**src/rtl/div_if.sv**
```systemverilog
// Handshake bundle for the iterative divider. The execute-stage control
// drives the request side (master); div_unit consumes it (slave).
interface div_if #(
  parameter int XLEN     = 32,
  parameter int OP_WIDTH = 2
);
  logic                start;
  logic [OP_WIDTH-1:0] div_op;
  logic [XLEN-1:0]     div_src1;
  logic [XLEN-1:0]     div_src2;
  logic                kill;
  logic                busy;
  logic                res_valid;
  logic [XLEN-1:0]     div_res;

  modport master (
    output start, div_op, div_src1, div_src2, kill,
    input  busy, res_valid, div_res
  );

  modport slave (
    input  start, div_op, div_src1, div_src2, kill,
    output busy, res_valid, div_res
  );
endinterface

```
**src/rtl/div_unit.sv**
```systemverilog
// Iterative restoring divider for DIV/DIVU/REM/REMU.
// One quotient bit per cycle, MSB first; divide-by-zero and signed overflow
// are resolved at acceptance and skip the iteration.
// Optional macro DIV_EARLY_OUT_EN: when |src1| < |src2| (divisor nonzero)
// the result is produced at acceptance instead of after XLEN iterations.
module div_unit #(
  parameter int XLEN     = 32,
  parameter int OP_WIDTH = 2
) (
  input  logic clk,
  input  logic rst,
  div_if.slave bus
);

  localparam int CNT_W = $clog2(XLEN);
  localparam logic [XLEN-1:0] INT_MIN = {1'b1, {(XLEN-1){1'b0}}};

  typedef enum logic [1:0] {IDLE, CALC, DONE} state_t;

  state_t            state_q, state_d;
  logic              sel_rem_q, sel_rem_d;
  logic              neg_q_q, neg_q_d;
  logic              neg_r_q, neg_r_d;
  logic [XLEN-1:0]   dvs_q, dvs_d;
  logic [XLEN-1:0]   quo_q, quo_d;
  logic [XLEN:0]     rem_q, rem_d;
  logic [CNT_W-1:0]  cnt_q, cnt_d;
  logic [XLEN-1:0]   res_q, res_d;

  logic              is_signed;
  logic [XLEN-1:0]   mag1, mag2;
  logic [XLEN+1:0]   rem_sh;
  logic [XLEN+1:0]   diff;
  logic              ge;
  logic [XLEN:0]     rem_nx;
  logic [XLEN-1:0]   quo_nx;

  // Two's-complement negate when requested; used for magnitudes and sign fix-up.
  function automatic logic [XLEN-1:0] cond_neg(input logic [XLEN-1:0] v, input logic neg);
    return neg ? -v : v;
  endfunction

  // Operand magnitudes and one restoring shift-subtract step.
  always_comb begin
    is_signed = ~bus.div_op[0];
    mag1      = cond_neg(bus.div_src1, is_signed & bus.div_src1[XLEN-1]);
    mag2      = cond_neg(bus.div_src2, is_signed & bus.div_src2[XLEN-1]);
    rem_sh    = {rem_q, quo_q[XLEN-1]};
    diff      = rem_sh - {2'b00, dvs_q};
    ge        = ~diff[XLEN+1];
    rem_nx    = ge ? diff[XLEN:0] : rem_sh[XLEN:0];
    quo_nx    = {quo_q[XLEN-2:0], ge};
  end

  // Next-state and datapath update.
  always_comb begin
    state_d   = state_q;
    sel_rem_d = sel_rem_q;
    neg_q_d   = neg_q_q;
    neg_r_d   = neg_r_q;
    dvs_d     = dvs_q;
    quo_d     = quo_q;
    rem_d     = rem_q;
    cnt_d     = cnt_q;
    res_d     = res_q;
    unique case (state_q)
      IDLE: begin
        if (!bus.kill && bus.start) begin
          sel_rem_d = bus.div_op[1];
          neg_q_d   = is_signed & (bus.div_src1[XLEN-1] ^ bus.div_src2[XLEN-1]);
          neg_r_d   = is_signed & bus.div_src1[XLEN-1];
          dvs_d     = mag2;
          quo_d     = mag1;
          rem_d     = '0;
          cnt_d     = '0;
          if (bus.div_src2 == '0) begin
            res_d   = bus.div_op[1] ? bus.div_src1 : '1;
            state_d = DONE;
          end else if (is_signed && bus.div_src1 == INT_MIN && bus.div_src2 == '1) begin
            res_d   = bus.div_op[1] ? '0 : INT_MIN;
            state_d = DONE;
          end
`ifdef DIV_EARLY_OUT_EN
          else if (mag1 < mag2) begin
            res_d   = bus.div_op[1] ? bus.div_src1 : '0;
            state_d = DONE;
          end
`endif
          else begin
            state_d = CALC;
          end
        end
      end
      CALC: begin
        if (bus.kill) begin
          state_d = IDLE;
        end else begin
          rem_d = rem_nx;
          quo_d = quo_nx;
          cnt_d = cnt_q + CNT_W'(1);
          if (cnt_q == CNT_W'(XLEN - 1)) begin
            res_d   = sel_rem_q ? cond_neg(rem_nx[XLEN-1:0], neg_r_q)
                                : cond_neg(quo_nx, neg_q_q);
            state_d = DONE;
          end
        end
      end
      DONE: begin
        state_d = IDLE;
      end
      default: begin
        state_d = IDLE;
      end
    endcase
  end

  // State and datapath registers, all cleared by the asynchronous reset.
  always_ff @(posedge clk or posedge rst) begin
    if (rst) begin
      state_q   <= IDLE;
      sel_rem_q <= 1'b0;
      neg_q_q   <= 1'b0;
      neg_r_q   <= 1'b0;
      dvs_q     <= '0;
      quo_q     <= '0;
      rem_q     <= '0;
      cnt_q     <= '0;
      res_q     <= '0;
    end else begin
      state_q   <= state_d;
      sel_rem_q <= sel_rem_d;
      neg_q_q   <= neg_q_d;
      neg_r_q   <= neg_r_d;
      dvs_q     <= dvs_d;
      quo_q     <= quo_d;
      rem_q     <= rem_d;
      cnt_q     <= cnt_d;
      res_q     <= res_d;
    end
  end

  // A kill arriving during DONE suppresses the pulse.
  always_comb begin
    bus.busy      = (state_q != IDLE);
    bus.res_valid = (state_q == DONE) && !bus.kill;
    bus.div_res   = res_q;
  end

endmodule

```
**src/flat_wrapper.sv**
```systemverilog
// flat-port wrapper written by rule: the top's interface ports become plain ports
module div_unit_flat 
#(
  parameter int XLEN     = 32,
  parameter int OP_WIDTH = 2
)
  (clk, rst, bus_start, bus_div_op, bus_div_src1, bus_div_src2, bus_kill, bus_busy, bus_res_valid, bus_div_res);
  div_if #(.XLEN(XLEN), .OP_WIDTH(OP_WIDTH)) bus_i ();
  input  logic clk;
  input  logic rst;
  input wire logic [$bits(bus_i.start)-1:0] bus_start;
  input wire logic [$bits(bus_i.div_op)-1:0] bus_div_op;
  input wire logic [$bits(bus_i.div_src1)-1:0] bus_div_src1;
  input wire logic [$bits(bus_i.div_src2)-1:0] bus_div_src2;
  input wire logic [$bits(bus_i.kill)-1:0] bus_kill;
  output wire logic [$bits(bus_i.busy)-1:0] bus_busy;
  output wire logic [$bits(bus_i.res_valid)-1:0] bus_res_valid;
  output wire logic [$bits(bus_i.div_res)-1:0] bus_div_res;
  assign bus_i.start = bus_start;
  assign bus_i.div_op = bus_div_op;
  assign bus_i.div_src1 = bus_div_src1;
  assign bus_i.div_src2 = bus_div_src2;
  assign bus_i.kill = bus_kill;
  assign bus_busy = bus_i.busy;
  assign bus_res_valid = bus_i.res_valid;
  assign bus_div_res = bus_i.div_res;
  div_unit #(.XLEN(XLEN), .OP_WIDTH(OP_WIDTH)) u_core (.clk(clk), .rst(rst), .bus(bus_i));
endmodule
```
**config.mk**
```make
export PLATFORM = sky130hd
export DESIGN_NAME = div_unit_flat
export DESIGN_NICKNAME = d
export VERILOG_FILES = /design/src/rtl/div_if.sv /design/src/rtl/div_unit.sv /design/src/flat_wrapper.sv
export SDC_FILE = /design/constraint.sdc
export NUM_CORES = 1
export LEC_CHECK = 0
export ABC_AREA = 0
export CAP_MARGIN = 20
export CORE_MARGIN = 1
export CORE_UTILIZATION = 60
export CTS_CLUSTER_SIZE = 10
export DETAILED_ROUTE_END_ITERATION = 16
export GPL_ROUTABILITY_DRIVEN = 1
export PLACE_DENSITY = 0.83
export SLEW_MARGIN = 20
export SYNTH_ARGS = -nofsm -noshare
export SYNTH_HDL_FRONTEND = slang
export SYNTH_SLANG_ARGS = --single-unit
```
**constraint.sdc**
```tcl
create_clock -name clk -period 6.75 [get_ports clk]
set_input_delay 1.6875 -clock clk [delete_from_list [all_inputs] [get_ports clk]]
set_output_delay 1.6875 -clock clk [all_outputs]
set_load 0.005 [all_outputs]
```
Yosys cells after proc, flatten, opt, wreduce, memory -nomap -nowiden --
Index checks and enable logic that the tools add are counted.
Storage, ports and cells: output and inout bits 34, word-level logic and storage cells 73, register bits after elaboration 139
Cells by class: eq/ne operators 10, add/subtract/negate cells 6, reductions and logical operators 13, bitwise gates (word level) 6, muxes and demuxes 29
Operator list (number):
- 32-bit 2-to-1 mux | 14
- 32-bit negation | 4
- 32-bit case mux with 2 select lines | 2
- 33-bit 2-to-1 mux | 3
- 33-bit case mux with 2 select lines | 1
- 32-bit equality test, second input constant | 2
- 34-bit by 32-bit subtractor with 34-bit output | 1
- 32-bit zero test | 1
- 2-bit 2-to-1 mux | 5
- 5-bit 2-to-1 mux | 2
- 5-bit case mux with 2 select lines | 1
- 5-bit by 1-bit adder with 5-bit output, second input constant | 1
- 5-bit equality test, second input constant | 1
- 5-bit AND reduction | 1
- 1-bit logical AND | 4
- 2-bit by 1-bit != test with 1-bit output, second input constant | 2
- 2-bit case mux with 2 select lines | 1
- 2-bit AND reduction | 2
- 2-bit nonzero test | 2
- 1-bit bitwise AND | 3
- 3-bit by 1-bit != test with 1-bit output, second input constant | 1
- 3-bit by 2-bit != test with 1-bit output, second input constant | 1
- 3-bit AND reduction | 1
- 2-bit by 1-bit equality test with 1-bit output, second input constant | 1
- 6 further kinds | 7

Longest topological paths before layout --
Gate-level depths: netlist (run 1).
depth in word-level cells 8, mapped depth 23, gate-level depth less buffers 20

Worst setup path after synthesis (run 1) --
OpenSTA, ideal clock, no wires.
path type reg-to-reg, start register u_core.rem_q[21], end register u_core.res_q[28], in the netlist u_core.bus.div_res[28], period minus slack after synthesis 4.637 ns, path buffers 2, arrival time 4.534 ns, slack 2.113 ns, stages on the path, launching flop included 22, cell sequence dfrtp_1 > ha_1 > a21oi_4 > o211ai_1 > a21o_1 > a221o_1 > nor3_2 > nor2_8 > inv_4 > buf_4 > clkbuf_1 > nor2_1 > a21oi_1 > ha_1 > nand2_1 > nor3_1 > nor3b_1 > a31oi_1 > nor3_4 > a21oi_1 > xnor2_1 > a221oi_1
Between the ends: cells in the longest elaborated chain, start to end 8, elaborated cells on any way between the ends 11, classes of those cells add/sub (3); mux (7); bitwise (1)
RTL lines:
- from (decl) | line div_unit.sv:26 | logic [XLEN:0] rem_q, rem_d;
- from (signal assigned) | line div_unit.sv:136 | rem_q <= rem_d;
- 34-bit by 32-bit subtractor with 34-bit output | line div_unit.sv:49 | diff = rem_sh - {2'b00, dvs_q};
- 33-bit 2-to-1 mux or 1-bit inverter (tied branches) | line div_unit.sv:51, div_unit.sv:50
- 32-bit negation | line div_unit.sv:40 | return neg ? -v : v;
- 32-bit 2-to-1 mux | line div_unit.sv:40
- 32-bit 2-to-1 mux (*) | line div_unit.sv:102 | res_d = sel_rem_q ? cond_neg(rem_nx[XLEN-1:0], neg_r_q)
- 32-bit 2-to-1 mux (*) | line div_unit.sv:101 | if (cnt_q == CNT_W'(XLEN - 1)) begin
- 32-bit 2-to-1 mux (*) | line div_unit.sv:95 | if (bus.kill) begin
- 32-bit case mux with 2 select lines (*) | line div_unit.sv:66 | unique case (state_q)
- to (signal assigned) | line div_unit.sv:138 | res_q <= res_d;
- to (decl) | line div_unit.sv:28 | logic [XLEN-1:0] res_q, res_d;
Every way passes the cells marked *; elsewhere a longest branch is shown, timed or not. The select of a mux whose other input is x is not followed. A chain may end at the register's enable or synchronous reset.

Worst setup path in the final report (run 1) --
start register u_core.rem_q[6], end register u_core.res_q[12], in the netlist u_core.bus.div_res[12]
Same word-level chain as after synthesis.

==> results of run 1 <==
[cell type report]
class                   instances  area [µm²]  area share
multi-input cells            1212        7650       0.572
flip-flops and latches        139        3480       0.260
repair buffers                116        1130      0.0845
clock buffers                  18         439      0.0329
well taps                     260         325      0.0243
inverters                      65         251      0.0188
clock inverters                13        92.6     0.00693
[metal layers]
layer  vias to the layer above  part of all wire
met5                         -                 0
met4                         0             0.034
met3                       111             0.098
met2                       598              0.45
met1                      5610              0.42
li1                       5519                 -
[cells in the mapped netlist (4+ instances only)]
| cell | instances | area [µm²] |
|---|---|---|
| o21ai_0 | 159 | 796 |
| nand2_1 | 153 | 574 |
| a21oi_1 | 152 | 761 |
| nor2_1 | 152 | 571 |
| dfrtp_1 | 139 | 3480 |
| xnor2_1 | 84 | 736 |
| inv_1 | 63 | 236 |
| clkbuf_1 | 59 | 221 |
| xor2_1 | 52 | 455 |
| ha_1 | 39 | 488 |
| nor3_1 | 32 | 160 |
| a31oi_1 | 26 | 163 |
| mux2i_1 | 24 | 240 |
| nand3_1 | 24 | 120 |
| o31ai_1 | 23 | 173 |
| buf_2 | 20 | 100 |
| o211ai_1 | 18 | 135 |
| o21ai_1 | 18 | 90.1 |
| a21o_1 | 15 | 113 |
| nand4_1 | 15 | 93.8 |
| nor4_1 | 15 | 93.8 |
| or3_1 | 15 | 93.8 |
| nand2b_1 | 12 | 75.1 |
| a211oi_1 | 11 | 82.6 |
| o41ai_1 | 11 | 96.3 |
| a22o_1 | 10 | 87.6 |
| a221oi_1 | 9 | 78.8 |
| o21a_1 | 8 | 60.1 |
| or4_1 | 8 | 60.1 |
| and3_1 | 7 | 43.8 |
| nor2b_1 | 7 | 43.8 |
| or2_2 | 7 | 43.8 |
| a211o_1 | 6 | 52.6 |
| and2_1 | 5 | 31.3 |
| buf_1 | 5 | 18.8 |
| mux2_2 | 5 | 56.3 |
| nor3b_1 | 5 | 37.5 |
| o31a_1 | 5 | 43.8 |
| a22oi_1 | 4 | 30.0 |
| a31o_2 | 4 | 35.0 |
| nand3b_1 | 4 | 30.0 |
[cell families (layout without fill, tap and decap cells)]
| group | after synthesis | count (layout) | synth area share |
|---|---|---|---|
| multiplexers | 30 | 30 | 0.0266 |
| buffers and inverters | 153 | 212 | 0.0527 |
| XOR/XNOR | 136 | 136 | 0.102 |
| AO/OA/AOI/OAI | 524 | 524 | 0.281 |
| flip-flops | 139 | 139 | 0.297 |
| adder cells (fa/ha/maj) | 40 | 40 | 0.0434 |
| AND/OR/NAND/NOR | 482 | 482 | 0.198 |
[registers in the layout, indices dropped and copies added, names as in the netlist]
signal / flops
u_core.rem_q: 33
u_core.bus.div_res: 32
u_core.dvs_q: 32
u_core.quo_q: 32
u_core.cnt_q: 5
u_core.state_q: 2
u_core.neg_q_q: 1
u_core.neg_r_q: 1
u_core.sel_rem_q: 1
[metrics by stage]
stage          cells  utilization  cell area [µm²]  hold WS, ns  worst slack [ns]
6_report        1823        0.707            13400        0.484              1.03
5_1_grt         1823        0.707            13400        0.506             0.610
4_1_cts         1823        0.707            13400        0.491              1.25
3_5_place_dp    1792        0.679            12800        0.477              1.10
3_3_place_gp    1792        0.679            12800        0.466              1.18
2_1_floorplan   1504            -            11700        0.471              1.34
[worst reg2reg max path: stages, from the launching register on]
cell and delay (ns):
dfrtp_1 0.43, ha_1 0.50, nand2_1 0.20, o21ai_0 0.25
a21oi_1 0.20, a2111oi_4 0.49, nor3_2 0.06, buf_4 0.22
nor2_8 0.60, inv_4 0.12, a21oi_1 0.29, ha_1 0.28
nand2_1 0.09, nor3_1 0.23, nor3b_1 0.44, mux2i_1 0.21
o31ai_1 0.38, xor2_1 0.13, a221oi_1 0.34, o21ai_0 0.13
[path summary, 6_finish.rpt]
check	slack, ns	end	cells past startpoint	from
min in group asynchronous	1.80	u_core.bus.div_res[3]$_DFFE_PP0P_	2	rst
worst min-delay path	0.48	u_core.bus.div_res[15]$_DFFE_PP0P_	2	u_core.bus.div_res[15]$_DFFE_PP0P_
worst min register to register	0.48	u_core.bus.div_res[15]$_DFFE_PP0P_	2	u_core.bus.div_res[15]$_DFFE_PP0P_
max in group asynchronous	3.71	u_core.rem_q[22]$_DFFE_PP0P_	3	rst
worst max-delay path	1.03	u_core.bus.div_res[12]$_DFFE_PP0P_	19	u_core.rem_q[6]$_DFFE_PP0P_
worst max register to register	1.03	u_core.bus.div_res[12]$_DFFE_PP0P_	19	u_core.rem_q[6]$_DFFE_PP0P_
[power by group]
group | switching, mW | internal, mW | total [mW]
sequential | 0.275 | 1.05 | 1.33
clock | 0.395 | 0.478 | 0.873
combinational | 2.09 | 1.35 | 3.44
total | 2.76 | 2.88 | 5.64
[cells in the final DEF (no fill, tap or decap), types with 17 or more instances in the layout]
| cell type | n |
|---|---|
| o21ai_0 | 158 |
| nand2_1 | 153 |
| a21oi_1 | 152 |
| nor2_1 | 151 |
| dfrtp_1 | 139 |
| clkdlybuf4s50_1 | 103 |
| xnor2_1 | 84 |
| inv_1 | 62 |
| xor2_1 | 52 |
| ha_1 | 39 |
| nor3_1 | 32 |
| a31oi_1 | 26 |
| nand3_1 | 24 |
| mux2i_1 | 24 |
| o31ai_1 | 23 |
| o211ai_1 | 18 |
| o21ai_1 | 18 |
| clkbuf_16 | 17 |
==> results_dict.tcl, run 1 <==
set metrics [dict create \
    status "finished clean" \
    nFillCells 1600 \
    busiest_layer "met2" \
    vias 11838 \
    layout-drive-gt1-share 0.0614 \
    finalCritPeriodShare 0.847 \
    cpPeakStageDelay_ns 0.60 \
    met1_usage 0.512 \
    finalPower_mw 5.64 \
    setup-violations-final 0 \
    antenna_found_initial 0 \
    htree_levels 4 \
    finalHoldViolCount 0 \
    dieArea_um2 20100 \
    timing.setup.critical_path_class "reg -> reg" \
    critPathArrivalTime_ns 6.01 \
    clock_path_buffers 2 \
    tritoncts "built" \
    grt-ovfl-total 0 \
    boundaryPins 104 \
    nets 1661 \
    synth_cell_types 90 \
    clk_pin_slew_ns 0.06 \
    grt_pass1_vias 10708 \
    yosysWarnings 0 \
    numCtsBuffers 17 \
    wire_per_inst_um 20.3 \
    end_kind "register" \
    root_buffer "clkbuf_16" \
    area_growth_syn_to_layout_pct 14.0 \
    start_util 0.620 \
    worst_pin_slew_ns 1.01 \
    clock_latency_ns 0.43 \
    viasPerCell 6.49 \
    p_leak_nw 5.38 \
    hp-class "reg -> reg" \
    yosysSeqAreaShare 0.297 \
    grtUsageMet3 0.0847 \
    drcViolationCount 0 \
    ir_drop_uv 272 \
    portBuffers 103 \
    synth_edf_count 0 \
    syn_area_um2 11700 \
    critPathBufInv 2 \
    cap_violations 0 \
    slew_headroom 0.326 \
    p_per_area_nw_per_um2 422 \
    ant_nets 0 \
    die_h_um 142 \
    syn_inst 1504 \
    cpLargestDelayFamily "compound AO/OA/AOI/OAI gates" \
    design.core.area_um2 18900 \
    skew_ns 0.0129 \
    path_cells "ha_1, nand2_1, o21ai_0, a21oi_1, a2111oi_4, nor3_2, buf_4, nor2_8, inv_4, a21oi_1, ha_1, nand2_1, nor3_1, nor3b_1, mux2i_1, o31ai_1, xor2_1, a221oi_1, o21ai_0" \
    grt_max_degree 103 \
    setup_tns_ns 0 \
    cts.sinks 139 \
    fmax_mhz 175 \
    fin_crit_ns 5.72 \
    chipWidth_um 142 \
    syn_avg_cell_area_um2 7.79 \
    start_kind "register" \
    cts.hold.buffers_added 0 \
    synthesis.nets 1614 \
    grt_usage 0.374 \
    grt_pass1_wl_um 58100 \
    post_cts_buffers 0 \
    use_met2 0.578 \
    rsz0062_at_grt "no" \
    wirelength_um 36900 \
    cp_max_fo 39 \
    dp_hpwl_um 27700 \
    antenna_cells 0 \
    cp_slowest_cell "nor2_8" \
    final_max_slew_viol_count 0 \
    dr.pass1.iters 8 \
    async_flop_share 1.00 \
    ys_ff_latch 139 \
    cp.required_ns 7.04 \
    synthFlopType "dfrtp_1" \
    drtIter0Drc 1271 \
    rows 50 \
    cts_resized 0 \
    gp_congestion 1.02 \
]
Power figures use the tool's default switching activity.
==> inputs of run 2 (changes only) <==
--- a/config.mk
+++ b/config.mk
@@ -8,11 +8,11 @@
 export ABC_AREA = 0
 export CAP_MARGIN = 20
 export CORE_MARGIN = 1
-export CORE_UTILIZATION = 60
+export CORE_UTILIZATION = 54
 export CTS_CLUSTER_SIZE = 10
 export DETAILED_ROUTE_END_ITERATION = 16
 export GPL_ROUTABILITY_DRIVEN = 1
-export PLACE_DENSITY = 0.83
+export PLACE_DENSITY = 0.78
 export SLEW_MARGIN = 20
 export SYNTH_ARGS = -nofsm -noshare
 export SYNTH_HDL_FRONTEND = slang
==> constraint.sdc (replaced) <==
create_clock -name clk -period 4.8 [get_ports clk]
set_input_delay 1.2 -clock clk [delete_from_list [all_inputs] [get_ports clk]]
set_output_delay 1.2 -clock clk [all_outputs]
set_load 0.005 [all_outputs]
==> run 2 against run 1 <==
Against the previous run: largest cell class unchanged; combinational power grew 49%; non-clock buffer count increased by 48; fmax up 26%; cell count grew 3.5%.
==> results_dict.tcl, run 2 (same netlist as run 1, synthesis figures left out) <==
set metrics [dict create \
    final_max_slew_viol_count 0 \
    reg2regPathDepth 19 \
    p_per_area_nw_per_um2 601 \
    fin_area_um2 13900 \
    chipWidth_um 149 \
    regMostFlops "u_core.rem_q" \
    cap_violations 0 \
    final_common_cell "o21ai_0" \
    grt_pass1_wl_um 59500 \
    final_cell_mix "o21ai_0 (157), nand2_1 (153), a21oi_1 (151), nor2_1 (150), dfrtp_1 (139)" \
    cp_max_fo 8 \
    dr.pass1.iters 5 \
    multi_input_area_um2 7720 \
    wire_per_inst_um 19.7 \
    r2r_end "u_core.bus.div_res[28]$_DFFE_PP0P_" \
    nets 1709 \
    clock_path_buffers 2 \
    die_h_um 149 \
    timing.reg2reg.setup_slack_ns 0.25 \
    start_kind "register" \
    skew_ns 0.0111 \
    nFillCells 1816 \
    cp_slowest_cell "dfrtp_1" \
    cpMostUsedCell "a21oi_1" \
    design.core.area_um2 21200 \
    clock_latency_ns 0.43 \
    ant_nets 0 \
    cpPeakStageDelay_ns 0.43 \
    min_path_cells 2 \
    r2r-start "u_core.rem_q[19]$_DFFE_PP0P_" \
    p_leak_nw 5.67 \
    start_util 0.554 \
    end_kind "register" \
    drcViolationCount 0 \
    largest_reg_flops 33 \
    rsz0062_at_grt "no" \
    status "finished clean" \
    rows 53 \
    dp_hpwl_um 28100 \
    post_dp_cell_area_um2 13200 \
    portBuffers 103 \
    hold_end "u_core.bus.div_res[15]$_DFFE_PP0P_" \
    finalHoldViolCount 0 \
    hp-class "reg -> reg" \
    setup-violations-final 0 \
    clk_pin_slew_ns 0.06 \
    htree_levels 4 \
    gp_congestion 0.953 \
    tritoncts "built" \
    critPathArrivalTime_ns 4.88 \
    cpLargestDelayFamily "compound AO/OA/AOI/OAI gates" \
    grt_pass1_vias 11204 \
    ir_drop_uv 496 \
    slew_headroom 0.282 \
    critPathBufInv 2 \
    finalCritPeriodShare 0.948 \
    grt_usage 0.344 \
    viasPerCell 6.30 \
    worst_pin_slew_ns 1.08 \
    setup_tns_ns 0 \
    root_buffer "clkbuf_16" \
    cp.required_ns 5.13 \
    cts.hold.buffers_added 0 \
    drtIter0Drc 1175 \
    antenna_found_initial 1 \
    timing.setup.critical_path_class "reg -> reg" \
    fin_crit_ns 4.55 \
    ff_latch_area_um2 3480 \
    cts.sinks 139 \
    hold_path.startpoint "u_core.bus.div_res[15]$_DFFE_PP0P_" \
    grt-ovfl-total 0 \
    numCtsBuffers 17 \
    vias 11894 \
    area_growth_syn_to_layout_pct 18.8 \
    fmax_mhz 220 \
    antenna_cells 0 \
    wirelength_um 37100 \
    dieArea_um2 22300 \
    grt_max_degree 102 \
    layout-drive-gt1-share 0.0980 \
    boundaryPins 104 \
    path_cells "ha_2, a21oi_2, o211ai_1, a21o_1, a221o_1, buf_4, o21a_4, nor2_8, inv_4, a21oi_1, ha_1, nand2_1, nor3_2, nor3b_4, a31oi_1, nor3_4, a21oi_1, xnor2_1, a221oi_1" \
]
run 2: report_power, final:
| group | switching [mW] | internal, mW | leakage, nW |
|---|---|---|---|
| Sequential | 0.362 | 1.48 | 1.76 |
| Clock | 0.553 | 0.849 | 0.308 |
| Combinational | 3.04 | 2.09 | 3.60 |
run 2: layout make-up:
type                    count  area share
flip-flops and latches    139       0.250
multi-input cells        1212       0.555
inverters                  65      0.0180
clock inverters            13      0.0117
clock buffers              19      0.0325
repair buffers            164       0.109
well taps                 275      0.0247
run 2: per-stage QoR:
stage	cells	utilization	power, mW	worst slack (ns)	hold slack (ns)
final	1887	0.658	8.37	0.250	0.482
after global routing	1887	0.658	8.91	0.0163	0.523
after CTS	1884	0.654	8.20	0.118	0.488
after detailed placement	1852	0.624	6.77	-0.0240	0.475
after global placement	1852	0.624	6.71	0.0667	0.464
after floorplan	1504	-	5.32	0.163	0.471
run 2: timing repair:
item / CTS / global route
buffers inserted: 0 / 3
endpoints found under the setup margin: 0 / 15
gates resized for setup: 0 / 16
run 2: worst max-delay path by stage:
stage	start	slack (ns)	to	depth (start not counted)
global route	u_core.dvs_q[24]$_DFFE_PP0P_	0.02	u_core.bus.div_res[28]$_DFFE_PP0P_	20
detailed placement	bus_div_src1[7]	-0.02	u_core.bus.div_res[31]$_DFFE_PP0P_	13
global placement	bus_div_src1[7]	0.07	u_core.bus.div_res[31]$_DFFE_PP0P_	13
CTS	u_core.rem_q[9]$_DFFE_PP0P_	0.12	u_core.bus.div_res[28]$_DFFE_PP0P_	19
finish	u_core.rem_q[19]$_DFFE_PP0P_	0.25	u_core.bus.div_res[28]$_DFFE_PP0P_	19
floorplan	u_core.rem_q[21]$_DFFE_PP0P_	0.16	u_core.bus.div_res[28]$_DFFE_PP0P_	21
run 2: metal layers:
metal | routed length (µm) | track usage | share of wire | vias to the layer above
met2 | 17000 | 0.540 | 0.46 | 480
met4 | 1130 | 0.129 | 0.030 | 2
li1 | - | - | - | 5647
met3 | 2920 | 0.0685 | 0.079 | 78
met5 | 13 | 0 | 0.00035 | -
met1 | 16100 | 0.466 | 0.43 | 5687
run 2: tightest hold or removal path: cells and delay by family, from the launching register on:
kind               cells  cell delay (ns)
DFF                    1             0.34
AOI/OAI and AO/OA      1             0.06
and+or+nand+nor        1             0.05
==> inputs of run 3 (changes only) <==
--- a/config.mk
+++ b/config.mk
@@ -7,7 +7,6 @@
 export LEC_CHECK = 0
 export ABC_AREA = 0
 export CAP_MARGIN = 20
-export CORE_MARGIN = 1
 export CORE_UTILIZATION = 54
 export CTS_CLUSTER_SIZE = 10
 export DETAILED_ROUTE_END_ITERATION = 16
==> results of run 3 <==
No change in the layout: final DEF, timing and power equal those of run 2.
